<file path="src/rtl/mole_spawner.sv">
// rtl/mole_spawner.sv - whack-a-mole sequencer: LFSR mole placement, show/gap timing, hit/miss scoring (optional MOLE_SPEEDUP_EN)
module mole_spawner #(
    parameter int          LIFE_CYCLES = 25000000,
    parameter int          GAP_CYCLES  = 5000000,
    parameter int          SCORE_W     = 8,
    parameter logic [15:0] LFSR_SEED   = 16'hACE1
) (
    input  logic               clk,
    input  logic               rst,
    input  logic               is_started,
    input  logic               mole_is_hitted,
    output logic [1:0]         mole_row,
    output logic [1:0]         mole_col,
    output logic               mole_visible,
    output logic [SCORE_W-1:0] score,
    output logic [SCORE_W-1:0] misses,
    output logic               hit_pulse,
    output logic               miss_pulse
);

    localparam int MAX_CYCLES = (LIFE_CYCLES > GAP_CYCLES) ? LIFE_CYCLES : GAP_CYCLES;
    localparam int CNT_W      = $clog2(MAX_CYCLES + 1);

    localparam logic [CNT_W-1:0]   GAP_LAST     = CNT_W'(GAP_CYCLES - 1);
    localparam logic [CNT_W-1:0]   BLANK_CYCLES = CNT_W'(2);
    localparam logic [CNT_W-1:0]   CNT_ONE      = CNT_W'(1);
    localparam logic [SCORE_W-1:0] SCORE_MAX    = '1;
    localparam logic [SCORE_W-1:0] SCORE_ONE    = SCORE_W'(1);
    localparam logic [15:0]        LFSR_TAPS    = 16'hB400;

    typedef enum logic [1:0] {
        IDLE = 2'd0,
        GAP  = 2'd1,
        SHOW = 2'd2
    } state_t;

    state_t           state;
    logic [15:0]      lfsr;
    logic [15:0]      lfsr_next;
    logic [CNT_W-1:0] cnt;
    logic             hit_q;
    logic             start_q;
    logic [3:0]       cand;
    logic             start_rise;
    logic             hit_rise;
    logic             hit_ok;
    logic             show_done;

    assign start_rise = is_started & ~start_q;
    assign hit_rise   = mole_is_hitted & ~hit_q;
    // The first two SHOW cycles still carry the keypad stage's view of the previous cell.
    assign hit_ok     = hit_rise & (cnt >= BLANK_CYCLES);
    assign lfsr_next  = {1'b0, lfsr[15:1]} ^ (lfsr[0] ? LFSR_TAPS : 16'h0000);

`ifdef MOLE_SPEEDUP_EN
    localparam logic [CNT_W-1:0] LIFE_INIT  = CNT_W'(LIFE_CYCLES);
    localparam logic [CNT_W-1:0] LIFE_FLOOR = CNT_W'(LIFE_CYCLES / 4);

    logic [CNT_W-1:0] life;
    logic [CNT_W-1:0] life_dec;
    logic [CNT_W-1:0] life_next;

    always_comb begin
        life_dec  = life - (life >> 3);
        life_next = life;
        if (life > LIFE_FLOOR) begin
            life_next = (life_dec < LIFE_FLOOR) ? LIFE_FLOOR : life_dec;
        end
    end

    assign show_done = (cnt == life - CNT_ONE);
`else
    localparam logic [CNT_W-1:0] LIFE_LAST = CNT_W'(LIFE_CYCLES - 1);

    assign show_done = (cnt == LIFE_LAST);
`endif

    // Never redraw the cell that is currently shown.
    always_comb begin
        cand = lfsr[3:0];
        if (cand == {mole_row, mole_col}) begin
            cand = cand + 4'd1;
        end
    end

    always_ff @(posedge clk) begin
        if (rst) begin
            state        <= IDLE;
            mole_row     <= 2'd0;
            mole_col     <= 2'd0;
            mole_visible <= 1'b0;
            hit_pulse    <= 1'b0;
            miss_pulse   <= 1'b0;
            score        <= '0;
            misses       <= '0;
            lfsr         <= LFSR_SEED;
            cnt          <= '0;
            hit_q        <= 1'b0;
            start_q      <= 1'b0;
`ifdef MOLE_SPEEDUP_EN
            life         <= LIFE_INIT;
`endif
        end else begin
            hit_q      <= mole_is_hitted;
            start_q    <= is_started;
            hit_pulse  <= 1'b0;
            miss_pulse <= 1'b0;
            if (is_started) begin
                lfsr <= lfsr_next;
            end

            if (!is_started) begin
                state        <= IDLE;
                mole_visible <= 1'b0;
            end else if (start_rise) begin
                score        <= '0;
                misses       <= '0;
                cnt          <= '0;
                state        <= GAP;
                mole_visible <= 1'b0;
`ifdef MOLE_SPEEDUP_EN
                life         <= LIFE_INIT;
`endif
            end else begin
                case (state)
                    IDLE: begin
                        mole_visible <= 1'b0;
                    end
                    GAP: begin
                        if (cnt == GAP_LAST) begin
                            mole_row     <= cand[3:2];
                            mole_col     <= cand[1:0];
                            mole_visible <= 1'b1;
                            cnt          <= '0;
                            state        <= SHOW;
                        end else begin
                            cnt <= cnt + CNT_ONE;
                        end
                    end
                    SHOW: begin
                        if (hit_ok) begin
                            if (score != SCORE_MAX) begin
                                score <= score + SCORE_ONE;
                            end
                            hit_pulse    <= 1'b1;
                            mole_visible <= 1'b0;
                            cnt          <= '0;
                            state        <= GAP;
`ifdef MOLE_SPEEDUP_EN
                            life         <= life_next;
`endif
                        end else if (show_done) begin
                            if (misses != SCORE_MAX) begin
                                misses <= misses + SCORE_ONE;
                            end
                            miss_pulse   <= 1'b1;
                            mole_visible <= 1'b0;
                            cnt          <= '0;
                            state        <= GAP;
                        end else begin
                            cnt <= cnt + CNT_ONE;
                        end
                    end
                    default: begin
                        state        <= IDLE;
                        mole_visible <= 1'b0;
                    end
                endcase
            end
        end
    end

endmodule

</file>
<file path="config.mk">
export PLATFORM = sky130hd
export DESIGN_NAME = mole_spawner
export DESIGN_NICKNAME = d
export VERILOG_FILES = /design/src/rtl/mole_spawner.sv
export SDC_FILE = /design/constraint.sdc
export NUM_CORES = 1
export LEC_CHECK = 0
export CAP_MARGIN = 40
export CORE_MARGIN = 1
export CORE_UTILIZATION = 49
export CTS_CLUSTER_DIAMETER = 40
export DETAILED_ROUTE_END_ITERATION = 8
export GPL_ROUTABILITY_DRIVEN = 1
export MAX_ROUTING_LAYER = met4
export PLACE_DENSITY_LB_ADDON = 0.3
export SKIP_LAST_GASP = 1
export SLEW_MARGIN = 25
export SYNTH_ARGS = -nofsm -noshare
export SYNTH_HDL_FRONTEND = slang
export SYNTH_SLANG_ARGS = --single-unit
</file>
<file path="constraint.sdc">
create_clock -name clk -period 2.7 [get_ports clk]
set_input_delay 0.54 -clock clk [delete_from_list [all_inputs] [get_ports clk]]
set_output_delay 0.54 -clock clk [all_outputs]
set_load 0.1 [all_outputs]
</file>
==> results of run 1 <==
## cell usage in the layout, fill, tap and decap left out, types with 2 or more instances in the layout
cell / synthesis / routed
a211o_1: 9 / 9
a21o_1: 2 / 2
a21oi_1: 10 / 10
and2_1: 2 / 2
and3_1: 6 / 6
and4_1: 7 / 7
buf_4: 0 / 35
bufinv_16: 0 / 3
clkbuf_8: 0 / 9
clkdlybuf4s50_1: 0 / 3
dfxtp_1: 68 / 68
ha_1: 5 / 5
inv_1: 8 / 8
inv_6: 0 / 2
mux2i_1: 12 / 12
nand2_1: 46 / 46
nand2b_1: 2 / 2
nand3_1: 39 / 39
nand3b_1: 4 / 4
nand4_1: 11 / 11
nor2_1: 38 / 38
nor2b_1: 8 / 8
nor3_1: 7 / 7
nor4_1: 8 / 8
nor4_2: 2 / 2
o21ai_0: 14 / 14
o31ai_1: 2 / 2
or2_2: 2 / 2
or3_1: 18 / 18
or4_1: 3 / 3
xnor2_1: 21 / 21
xor2_1: 7 / 7
## worst max-delay path: stages (launching register included)
cell,delay (ps)
dfxtp_1,400
inv_1,60
ha_1,190
nor3_1,200
nand4_1,230
o311a_4,400
or3_1,440
or4_1,410
a21oi_1,150
## state kept, by name, summed over array words and instances, names as in the netlist
name,cells
cnt,25
lfsr,16
misses,8
score,8
mole_col,2
mole_row,2
state,2
hit_pulse,1
hit_q,1
miss_pulse,1
mole_visible,1
start_q,1
## kinds of logic (layout without fill, tap and decap cells)
logic type	count (synthesis)	in the layout	share of synthesized area, %
and+or+nand+nor	207	207	32.6
muxes	13	13	3.94
adders and majority gates	5	5	1.88
DFF	68	68	40.8
xor gates and xnor gates	28	28	7.36
buffers and inverters	27	62	3.57
AOI/OAI and AO/OA	48	48	9.80
## power groups by stage
| stage | registers, mW | clock network [mW] | logic, mW |
|---|---|---|---|
| final | 1.04 | 1.03 | 0.0893 |
| after global routing | 1.04 | 1.09 | 0.100 |
| after CTS | 1.04 | 1.05 | 0.0898 |
| after detailed placement | 1.06 | 0 | 0.0889 |
| after global placement | 1.06 | 0 | 0.0867 |
| after floorplan | 1.05 | 0 | 0.0692 |
## cell type report
cell class | count | area [µm²] | share of cell area (%)
Inverter | 8 | 30.0 | 0.772
Sequential cell | 68 | 1360 | 35.0
Clock inverter | 7 | 120 | 3.09
Multi-Input combinational cell | 301 | 1860 | 47.9
Clock buffer | 9 | 124 | 3.19
Timing Repair Buffer | 38 | 293 | 7.53
Tap cell | 77 | 96.3 | 2.48
## worst max path at each step
stage | from | end | slack (ps) | cells after the start
floorplan | misses[0] | misses[7] | 230 | 7
global placement | is_started | cnt[15] | 70 | 7
detailed placement | is_started | cnt[24] | -20 | 7
CTS | cnt[0] | misses[5] | 150 | 8
global route | cnt[0] | misses[5] | -8 | 8
finish | cnt[0] | misses[5] | 130 | 8
## repair_timing
action	CTS	global route
buffers inserted	0	0
gates resized for setup	0	1
hold endpoints to repair	0	0
setup endpoints to repair	0	15
## routing by layer
metal	wire length [µm]	vias up
met5	0	-
met1	3350	1357
met3	265	12
li1	-	1467
met4	111	0
met2	3370	47
## metrics by stage
step           cells  util, %  setup TNS [ps]
2_1_floorplan    396        -               0
3_3_place_gp     492     56.3               0
3_5_place_dp     492     56.3            -206
4_1_cts          508     60.0               0
5_1_grt          508     60.2           -11.8
6_report         508     60.2               0
==> results.md, run 1 <==
- IO buf count: 26
- Max Root-Sink Buffers: 2
- Fin nets: between 400 and 500
- RR Endpoint: misses[5]
- Core Box Area: about 6500 µm²
- Post-synth EDFFs: 0
- PD cells: between 500 and 600 nW/µm²
- Number of remaining DRC errors: 4
- Asr flop ratio synth: 0%
- Min-delay src: lfsr[7]
- Failing checks: design-rule violations
- Total power draw: 2.15 mW
- VDD IR-drop max: 0.303 mV
- Worst reg2reg setup slack: about 130 ps
- Skew final: about 13 ps
- Status: complete, but fails checks
- RR Startpoint: cnt[0]
- Most frequent cell after synthesis: dfxtp_1
- Die Y: roughly 84 µm
- Minimum clock period: 2570 ps
- Met1 Use GR: a little over a quarter
- Post-Syn Area per Cell: ~8.4 µm²
- Switch Pwr: between 0.4 and 0.5 mW
- Final GP Congestion: 0.820
- Tcrit/Tclk final: 95.3%
- Met2 usage: a little over a third
- Cell Rows: 29
- Grt peak-use layer: met2
- Vias in the first global route: around 2.6k
- Design area: between 3000 and 4000 µm²
- Synth Register Bits: just under 70
- Max_cap viols: 0
- Hold_ws: 454 ps
- Final wirelength: 7100 µm
- Ratio of cells with drive above 1 in the final layout: 13.9%
- Worst Tran Pin Value: 663 ps
- Cell-internal power: 1.68 mW
- Hold crit path type: reg -> reg
- Max_slew headroom: approximately 55%
- CTS tree: done
- Met3 GRT Util: 5.70%
- Post-DP HPWL: 4840 µm
- H-tree depth: 3
- Layout area overhead: 16.7%
- Grt ovf: 0
- Fmax: roughly 400 MHz
- Crit Path Max Fanout: 8
- Data required time of the worst path: ~3000 ps
- Horiz. Die Dim: 84.5 µm
- Largest net degree at the start of global routing: 26
- IO Pins: 27
- Synthesized area: 3330 µm²
- Startpoint Class: flop
- Sequential share of power: between 40% and 50%
- Initial Util: 51.6%
- Worst Hold Path Cells: 1
- Vias post-DR: 2883
- Detailed-route wire length per cell: around 14 µm
- Drt pass-1 iters: 6
- # fillers: 578
- Synth unique cells: 48
- First-pass GRT wire length: 12200 µm
- Critical path class: reg -> reg
- Leak: 1.45 nW
- Cells after Synth: 396
- Register area share after synthesis: ~41%
- First DRT Iteration DRCs: 119
- DRT antenna net count: 0
- Fin. max-slew vios: 0
- Post-Syn Nets: 405
- Via density: 5.68
- DP Worst Slack: -24.8 ps
- Cts hold-fix bufs: 0
- Yosys top cell by area: dfxtp_1
- Clock latency on the worst-skew pair: between 300 and 400 ps
- Hold EP: lfsr[6]
- Antenna Cells: 0
- CP Capture Type: flop
- Sw frac: 22.0%
- Setup ws final: 127 ps
- Final Hold Fails: 0
- Die area: 7140 µm²
- Post-synth top flop: dfxtp_1
- Top cells by area, synth: dfxtp_1 41%, nand3_1 5.9%, xnor2_1 5.5%
- Comb pwr share: 4.1%
- Placed cell area: 3630 µm²
- Total CTS buffers: 9
- Total track usage: 21.9%
- Final setup viols: 0
- Yosys warnings: 0
- Reg clk slew, reported paths: 80 ps
- Arr. time, crit path: between 2000 and 3000 ps
- Commonest cells in the netlist: 68 x dfxtp_1, 46 x nand2_1, 39 x nand3_1
- Root Driver: clkbuf_8
- Share of the synthesized area in the top cell type: 40.8%
- Worst Reg2Reg Path Length in Cells: 8
- CTS sink count: 68
- Clock share of power: 47.7%
- Initial antenna violation count: 0
Power figures use the tool's default switching activity.
==> run 2: changes to the inputs <==
Settings changed: GPL_ROUTABILITY_DRIVEN 1 to not set.
==> results of run 2 <==
The final DEF is identical to that of run 1; final timing and power are the same.
==> run 3: changes to the inputs <==
==> constraint.sdc (replaced) <==
create_clock -name clk -period 2.69 [get_ports clk]
set_input_delay 0.538 -clock clk [delete_from_list [all_inputs] [get_ports clk]]
set_output_delay 0.538 -clock clk [all_outputs]
set_load 0.05 [all_outputs]
==> results.md, run 3 (same netlist as run 1, synthesis figures left out) <==
- Status: complete, but fails checks
- Failing checks: design-rule violations
- H-tree depth: 3 (unchanged)
- Total track usage: 20.9% (-1.0 points)
- Final GP Congestion: 0.784 (-4.4%)
- Top Registers: cnt: 25 flops, lfsr: 16 flops
- Data required time of the worst path: 2980 ps (about the same)
- Ratio of cells with drive above 1 in the final layout: 8.37% (-5.5 points)
- Post-DP HPWL: 4740 µm (-2.2%)
- Most flops, register: cnt
- RSZ-0062 raised after global routing: false
- Grt ovf: 0 (unchanged)
- Clock latency on the worst-skew pair: 350 ps (about the same)
- CP peak stage delay: 640 ps (+200 ps)
- DRT antenna net count: 0 (unchanged)
- CTS tree: done
- Tcrit/Tclk final: 93.2% (-2.1 points)
- Total CTS buffers: 9 (unchanged)
- Horiz. Die Dim: 84.5 µm (unchanged)
- Worst Tran Pin Value: 665 ps (+1.44 ps)
- Vias in the first global route: 2554 (-3.4%)
- Antenna Cells: 0 (unchanged)
- Reg clk slew, reported paths: 80 ps (about the same)
- Max_cap viols: 0 (unchanged)
- Number of remaining DRC errors: 4 (unchanged)
- Max_slew headroom: 55.3% (-0.097 points)
- Fin nets: 434 (-0.23%)
- Total power draw: 2.10 mW (-2.7%)
- Vias post-DR: 2820 (-2.2%)
- Critical path class: reg -> reg
- Max reg flops: 25 (unchanged)
- Crit Path Max Fanout: 5 (-3)
- PD cells: 533 nW/µm² (-3.7%)
- Fin. max-slew vios: 0 (unchanged)
- Largest net degree at the start of global routing: 26 (unchanged)
- IO buf count: 26 (unchanged)
- Most frequent cells in the layout: 68 x dfxtp_1, 46 x nand2_1, 39 x nand3_1
- Design area: 3930 µm² (+1.0%)
- IO Pins: 27 (unchanged)
- Setup TNS: 0 ps (unchanged)
- Cells after DPL: 491 (-0.20%)
- Final Hold Fails: 0 (unchanged)
- CP Capture Type: flop
- Max Root-Sink Buffers: 2 (unchanged)
- DP Worst Slack: -48.5 ps (-23.7 ps)
- Cell Rows: 29 (unchanged)
- Hold crit path type: reg -> reg
- Drt pass-1 iters: 7 (+1)
- Slowest CP cell: or4_1
- Final setup viols: 0 (unchanged)
- Placed cell area: 3680 µm² (+1.4%)
- Finished Layout Cells: 507 (-0.20%)
- Arr. time, crit path: 2800 ps (-60 ps)
- Detailed-route wire length per cell: 13.4 µm (-3.8%)
- CTS sink count: 68 (unchanged)
- Root Driver: clkbuf_8
- Fmax: 399 MHz (+2.6%)
- Initial antenna violation count: 0 (unchanged)
- Leak: 1.39 nW (-3.7%)
- Startpoint Class: flop
- Buf+Inv Stages, Crit Path: 0 (-1)
- Cts hold-fix bufs: 0 (unchanged)
- VDD IR-drop max: 0.369 mV (+22%)
- Minimum clock period: 2510 ps (-65.1 ps)
- Commonest non-fill, non-tap cell in the layout: dfxtp_1
- Delay-heaviest family, CP: simple AND/OR/NAND/NOR gates
- Die Y: 84.5 µm (unchanged)
- CP Cell Sequence: ha_1 -> and3_1 -> nand4_1 -> or4_1 -> or2_2 -> or3_1 -> nand3_1
- Core Box Area: 6460 µm² (unchanged)
- Final wirelength: 6820 µm (-4.0%)
- First-pass GRT wire length: 11600 µm (-5.1%)
- Die area: 7140 µm² (unchanged)
- Initial Util: 51.6% (unchanged)
- Setup ws final: 182 ps (+55.1 ps)
- First DRT Iteration DRCs: 149 (+25%)
- Skew final: 9.74 ps (-2.98 ps)
- Via density: 5.56 (-2.0%)
- Layout area overhead: 17.9%
run 3: worst paths after layout:
check | from | endpoint | slack [ps] | cells after the start
hold / removal | lfsr[6] | lfsr[5] | 460 | 1
setup / recovery | cnt[1] | cnt[24] | 180 | 7
hold reg to reg | lfsr[6] | lfsr[5] | 460 | 1
setup reg to reg | cnt[1] | cnt[24] | 180 | 7
run 3: worst reg2reg max path, stage by stage (launching register included):
cell and delay [ps]:
dfxtp_1 390, ha_1 240, and3_1 250, nand4_1 230, or4_1 640, or2_2 330
or3_1 300, nand3_1 80
run 3: where the power goes:
group | total (mW) | internal, mW | switching [mW]
logic | 0.0887 | 0.0401 | 0.0486
registers | 1.04 | 1.03 | 0.0138
clock network | 0.967 | 0.576 | 0.392
run 3: final cells by class:
class	count	area, µm²
Sequential cell	68	1360
Inverter	8	30.0
Tap cell	77	96.3
Clock buffer	11	151
Clock inverter	5	82.6
Timing Repair Buffer	37	343
Multi-Input combinational cell	301	1860
Fill cell	580	2530
run 3: per-stage QoR:
stage	util [%]	hold WS, ps
final	60.8	460
after global placement	57.0	438
after CTS	60.7	463
after detailed placement	57.0	441
after global routing	60.8	484
after floorplan	-	431
run 3: timing repair:
action                                  in CTS  in global routing
endpoints found under the setup margin       0                  1
resized for setup                            0                  1
setup buffers                                0                  0
run 3: routing by layer:
metal  share of wire (%)  vias to the layer above  GRT usage, %  wire, µm
li1                    -                     1471             -         -
met1                  48                     1289          24.9      3290
met4                 1.6                        0          7.40       107
met2                  47                       49          34.3      3180
met3                 3.5                       11          5.31       239
met5                   0                        -             -         0
==> patch 1, RTL diff (flow settings as in run 2) <==
Re-encode `state_t` (3 states) as one-hot, 3 bits wide.
--- a/src/rtl/mole_spawner.sv
+++ b/src/rtl/mole_spawner.sv
@@ -28,10 +28,10 @@
     localparam logic [SCORE_W-1:0] SCORE_ONE    = SCORE_W'(1);
     localparam logic [15:0]        LFSR_TAPS    = 16'hB400;
 
-    typedef enum logic [1:0] {
-        IDLE = 2'd0,
-        GAP  = 2'd1,
-        SHOW = 2'd2
+    typedef enum logic [2:0] {
+        IDLE = 3'b001,
+        GAP  = 3'b010,
+        SHOW = 3'b100
     } state_t;
 
     state_t           state;
Behaviour: same outputs for any inputs over 4 cycles, from zero or initial values and one cycle with rst high; so few cycles prove little.
==> patch 1 against run 2 <==
Setup slack improved by 0.092 ns. Wire length is 6.3% higher. Design area increased by 1.9%. Area after synthesis increased by 1.5%. Via count rose by 4.6%. Power decreased by 1.6%. Clock power down 9%. Hold slack better by 0.023 ns. Sequential cell count is 1 higher. Largest power group unchanged.
==> patch 1: results (changes against run 2) <==
- In the final layout, the registers with the most flip-flops are cnt (25), lfsr (16).
- The cell at the root of the clock tree is sky130_fd_sc_hd__clkbuf_8.
- The clock-pin slew reported for the worst setup and hold paths after clock tree synthesis is 0.08 ns (about the same).
- The Yosys warning count was 0 (unchanged).
- The number of global-route vias before repair is 2773 (+4.9%).
- The detailed-route wire length per cell came to 14.7 um (+5.2%).
- The maximum clock insertion buffer count is 2 (unchanged).
- The commonest cells after synthesis are sky130_fd_sc_hd__dfxtp_1 (69), sky130_fd_sc_hd__nor2_1 (59), sky130_fd_sc_hd__nand2_1 (37).
- The worst-case setup slack after placement is 0.151 ns (+0.176 ns).
- The overall routing resource usage came to 22.9% (+0.95 points).
- The routed wire length is 7550 um (+6.3%).
- The number of levels in the clock H-tree came to 3 (unchanged).
- The run finished with clean final reports.
- The maximum number of pins on one net before global-route repair is 29 (+12%).
- The worst supply voltage drop on vdd is 0.000310 V (+2.5%).
- The most used flip-flop cell after synthesis is sky130_fd_sc_hd__dfxtp_1.
- The initial antenna violation count was 0 (unchanged).
- The average cell area after synthesis is 8.59 um2 (+2.0%).
- The count of input and output buffers is 26 (unchanged).
- The later-pin clock latency in the skew report is 0.35 ns.
- The tightest min-delay check is of the flip-flop to flip-flop type.
- The share of post-route cells with drive strength above 1 is 16.1% (+2.1 points).
- The half-perimeter wire length of the detailed placement result is 5260 um (+8.7%).
- The actual transition at the worst max-transition pin is 0.723 ns (+0.0598 ns).
- The post-cts repair resize count is 0 (unchanged).
- The last weighted congestion value of the routability-driven placer is 0.836 (+2.0%).
- The number of buffers created by CTS is 9 (unchanged).
- The post-synthesis cell type count is 57 (+19%).
- The most frequent standard cell in the layout excluding fill and tap cells is sky130_fd_sc_hd__dfxtp_1.
- The total placed instance area is 3720 um2 (+2.5%).
- The starting DRC count in detailed routing is 174 (+46%).
- The wire length of the first global-routing pass came to 12800 um (+5.0%).
- The number of antenna repair diodes is 0 (unchanged).
- The number of buffers inserted to repair setup after CTS was 0 (unchanged).
- The total of fill cells in the finished design is 590 (+2.1%).
- The leakage dissipation was 1.47 nW (+1.7%).
- The sequential element share of the synthesized area came to 40.8% (about the same).
- The number of nets in the synthesized netlist is 403 (-0.49%).
- The worst path arrival time is 2.76 ns (-0.10 ns).
- The via count is 3017 (+4.6%).
- The worst clock skew is 0.00611 ns (-0.00661 ns).
- The async set-reset flop share out of synthesis is 0% (unchanged).
- The biggest fanout along the worst timing path is 10 (+2).
- The post-placement cell count is 497 (+1.0%).
- The final net count is 440 (+1.1%).
- Sorting the synthesized cells by area gives the leading types as sky130_fd_sc_hd__dfxtp_1 (41%), sky130_fd_sc_hd__nor2_1 (6.5%), sky130_fd_sc_hd__mux2i_1 (5.6%), sky130_fd_sc_hd__xnor2_1 (4.9%), sky130_fd_sc_hd__nand2_1 (4.1%).
- The number of detailed-routing iterations run before antenna repair came to 4 (-2).
## patch 1: changes by cell type after synthesis, moves of 4 or more
cell | before | now
sky130_fd_sc_hd__and4_1 | 7 | 3
sky130_fd_sc_hd__nand2_1 | 46 | 37
sky130_fd_sc_hd__a211o_1 | 9 | 0
sky130_fd_sc_hd__nor2_1 | 38 | 59
sky130_fd_sc_hd__or3_1 | 18 | 8
sky130_fd_sc_hd__nor2b_1 | 8 | 2
sky130_fd_sc_hd__mux2i_1 | 12 | 19
sky130_fd_sc_hd__nand3_1 | 39 | 22
sky130_fd_sc_hd__clkbuf_1 | 14 | 8
sky130_fd_sc_hd__a31oi_1 | 1 | 8
sky130_fd_sc_hd__nand4_1 | 11 | 15
## patch 1: metal layers
metal  GRT usage, %  vias to the layer above  part of all wire (%)
li1               -                     1483                     -
met2           35.9                       75                    46
met4           7.09                        0                   1.4
met5              -                        -                     0
met3           5.35                       12                   5.4
met1           29.3                     1447                    47
## patch 1: critical path, cell delays in order (launching register included)
cell and delay, ns:
sky130_fd_sc_hd__dfxtp_1 0.38, sky130_fd_sc_hd__inv_1 0.09, sky130_fd_sc_hd__ha_1 0.20, sky130_fd_sc_hd__nor3_1 0.27, sky130_fd_sc_hd__nand4_1 0.24, sky130_fd_sc_hd__o311ai_4 0.45, sky130_fd_sc_hd__nand4_4 0.23, sky130_fd_sc_hd__or3_1 0.40
sky130_fd_sc_hd__a21oi_1 0.14
## patch 1: path summary, 6_finish.rpt
check	depth (start not counted)	slack [ns]	endpoint	from
worst max register to register	8	0.22	misses[4]	cnt[0]
worst min register to register	2	0.48	lfsr[7]	lfsr[7]
worst min-delay path	2	0.48	lfsr[7]	lfsr[7]
worst max-delay path	8	0.22	misses[4]	cnt[0]
## patch 1: cell families (layout without fill, tap and decap cells)
family                   Yosys count  count (layout)  synth area share (%)
AND/OR/NAND/NOR                  193             193                  30.0
flip-flops                        69              69                  40.8
AO/OA/AOI/OAI                     53              53                  10.8
XOR/XNOR                          29              29                  7.51
multiplexers                      20              20                  5.95
buffers and inverters             25              67                  3.11
adder cells (fa/ha/maj)            5               5                  1.85
## patch 1: layout make-up
type / count / area [um2] / area share [%]
repair buffers: 40 / 308 / 7.77
clock inverters: 7 / 98.8 / 2.50
inverters: 11 / 41.3 / 1.04
well taps: 77 / 96.3 / 2.43
clock buffers: 9 / 124 / 3.13
multi-input cells: 300 / 1910 / 48.3
flip-flops and latches: 69 / 1380 / 34.9
## patch 1: power breakdown
part	leakage, nW	total, mW	internal [mW]	switching (mW)
Sequential	0.560	1.05	1.04	0.0173
Combinational	0.802	0.122	0.0490	0.0732
Clock	0.110	0.942	0.524	0.417
Total	1.47	2.12	1.61	0.508
==> patch 2, RTL diff (config.mk and constraints of run 2) <==
Without the edit above. Change the parameter `LIFE_CYCLES` from 25000000 to 100000000.
--- a/src/rtl/mole_spawner.sv
+++ b/src/rtl/mole_spawner.sv
@@ -1,6 +1,6 @@
 // rtl/mole_spawner.sv - whack-a-mole sequencer: LFSR mole placement, show/gap timing, hit/miss scoring (optional MOLE_SPEEDUP_EN)
 module mole_spawner #(
-    parameter int          LIFE_CYCLES = 25000000,
+    parameter int          LIFE_CYCLES = 100000000,
     parameter int          GAP_CYCLES  = 5000000,
     parameter int          SCORE_W     = 8,
     parameter logic [15:0] LFSR_SEED   = 16'hACE1
Formal check against the unedited RTL: same outputs for any inputs over 4 cycles, from zero or initial values and one cycle with rst high; that may be too few to reach the edited logic, so the function may still have changed.
==> patch 2 against run 2 <==
Via count grew 1.8%. Synthesized cell count grew 1.3%. Hold slack gained 0.010 ns. Clock power shrank 12%. Area after synthesis grew 2.1%. Setup slack gained 0.22 ns. Combinational power grew 9.2%. Power shrank 4.1%. Design area grew 1.2%. Wire length grew 3.0%. Sequential cell count grew 2.
==> patch 2: results (changes against run 2) <==
- The number of non-filler instances in the completed layout is 514 (+1.2%).
- The cell count after synthesis was 401 (+1.3%).
- The total power divided by cell area is 525 nW/um2 (-5.2%).
- The worst path arrival time came to 2.58 ns (-0.28 ns).
- The biggest fanout along the worst timing path is 19 (+11).
- The flow ran to the end, and the final reports show no timing, DRC or antenna violations.
- The share of synthesized area spent on multiplexers is 2.35% (-1.6 points).
- The startpoint identified for the worst register-to-register timing path is cnt[1].
- The share of post-route cells with drive strength above 1 is 14.3% (+0.36 points).
- The number of detailed-routing iterations run before antenna repair is 4 (-2).
- The wire length of the first global-routing pass came to 12300 um (+0.90%).
- The setup slack on the worst flop-to-flop path is 0.34 ns (+0.22 ns).
- After synthesis, the most frequently instantiated cells are sky130_fd_sc_hd__dfxtp_1 (70), sky130_fd_sc_hd__nor2_1 (38), sky130_fd_sc_hd__nand2_1 (34).
- The met2 demand-to-capacity share in global routing is 33.5% (-2.3 points).
- The worst clock skew was 0.0178 ns (+0.00512 ns).
- The total placed instance area is 3720 um2 (+2.3%).
- The complex-gate fraction of the synthesized area is 16.8% (+7.0 points).
- The global-route track usage on met1 was 28.3% (+2.3 points).
- The post-synthesis cell type count is 55 (+15%).
- The worst-case setup slack after placement is 0.0887 ns (+0.113 ns).
- The worst slack on hold paths is 0.464 ns (+0.0101 ns).
- The overall routing resource usage is 21.7% (-0.18 points).
- The slowest stage of the critical path is the sky130_fd_sc_hd__or4_1 cell.
- The final net count is 438 (+0.69%).
- The number of nets in the synthesized netlist is 410 (+1.2%).
- The internal portion of total power is 1.58 mW (-6.0%).
- The via-per-instance ratio came to 5.71 (+0.58%).
- The largest registers in the layout are cnt (27), lfsr (16).
- The worst supply voltage drop on vdd is 0.000300 V (-0.88%).
- The amount of wire on met3 after detailed routing is 227 um (-14%).
- The wire length on met1 is 3660 um (+9.2%).
- The starting DRC count in detailed routing is 153 (+29%).
- The half-perimeter wire length of the detailed placement result is 5100 um (+5.4%).
- The last weighted congestion value of the routability-driven placer came to 0.862 (+5.2%).
- The critical path starts at cnt[1].
- The endpoint identified for the worst register-to-register timing path is cnt[11].
- The total of fill cells in the finished design is 612 (+5.9%).
==> patch 2: cell types whose count changed in the layout (fill, tap and decap cells not counted), sizes merged, moves of 13 or more <==
cell | before | now
a31oi | 1 | 16
nand3 | 39 | 20
nand2 | 47 | 34
or3 | 18 | 4
==> patch 2: cell type report <==
class	count	area [um2]	share of cell area (%)
well taps	80	100	2.54
multi-input cells	299	1880	47.7
clock buffers	11	151	3.85
clock inverters	5	63.8	1.62
flip-flops and latches	70	1400	35.6
inverters	9	33.8	0.859
repair buffers	40	308	7.82
==> patch 2: how the worst max path moves through the flow <==
stage	slack, ns	cells after the start	to
after floorplan	0.26	6	score[5]
after global placement	0.19	7	cnt[17]
after detailed placement	0.09	7	cnt[17]
after CTS	0.35	7	mole_col[1]
after global routing	0.12	7	mole_col[0]
final	0.34	8	cnt[11]
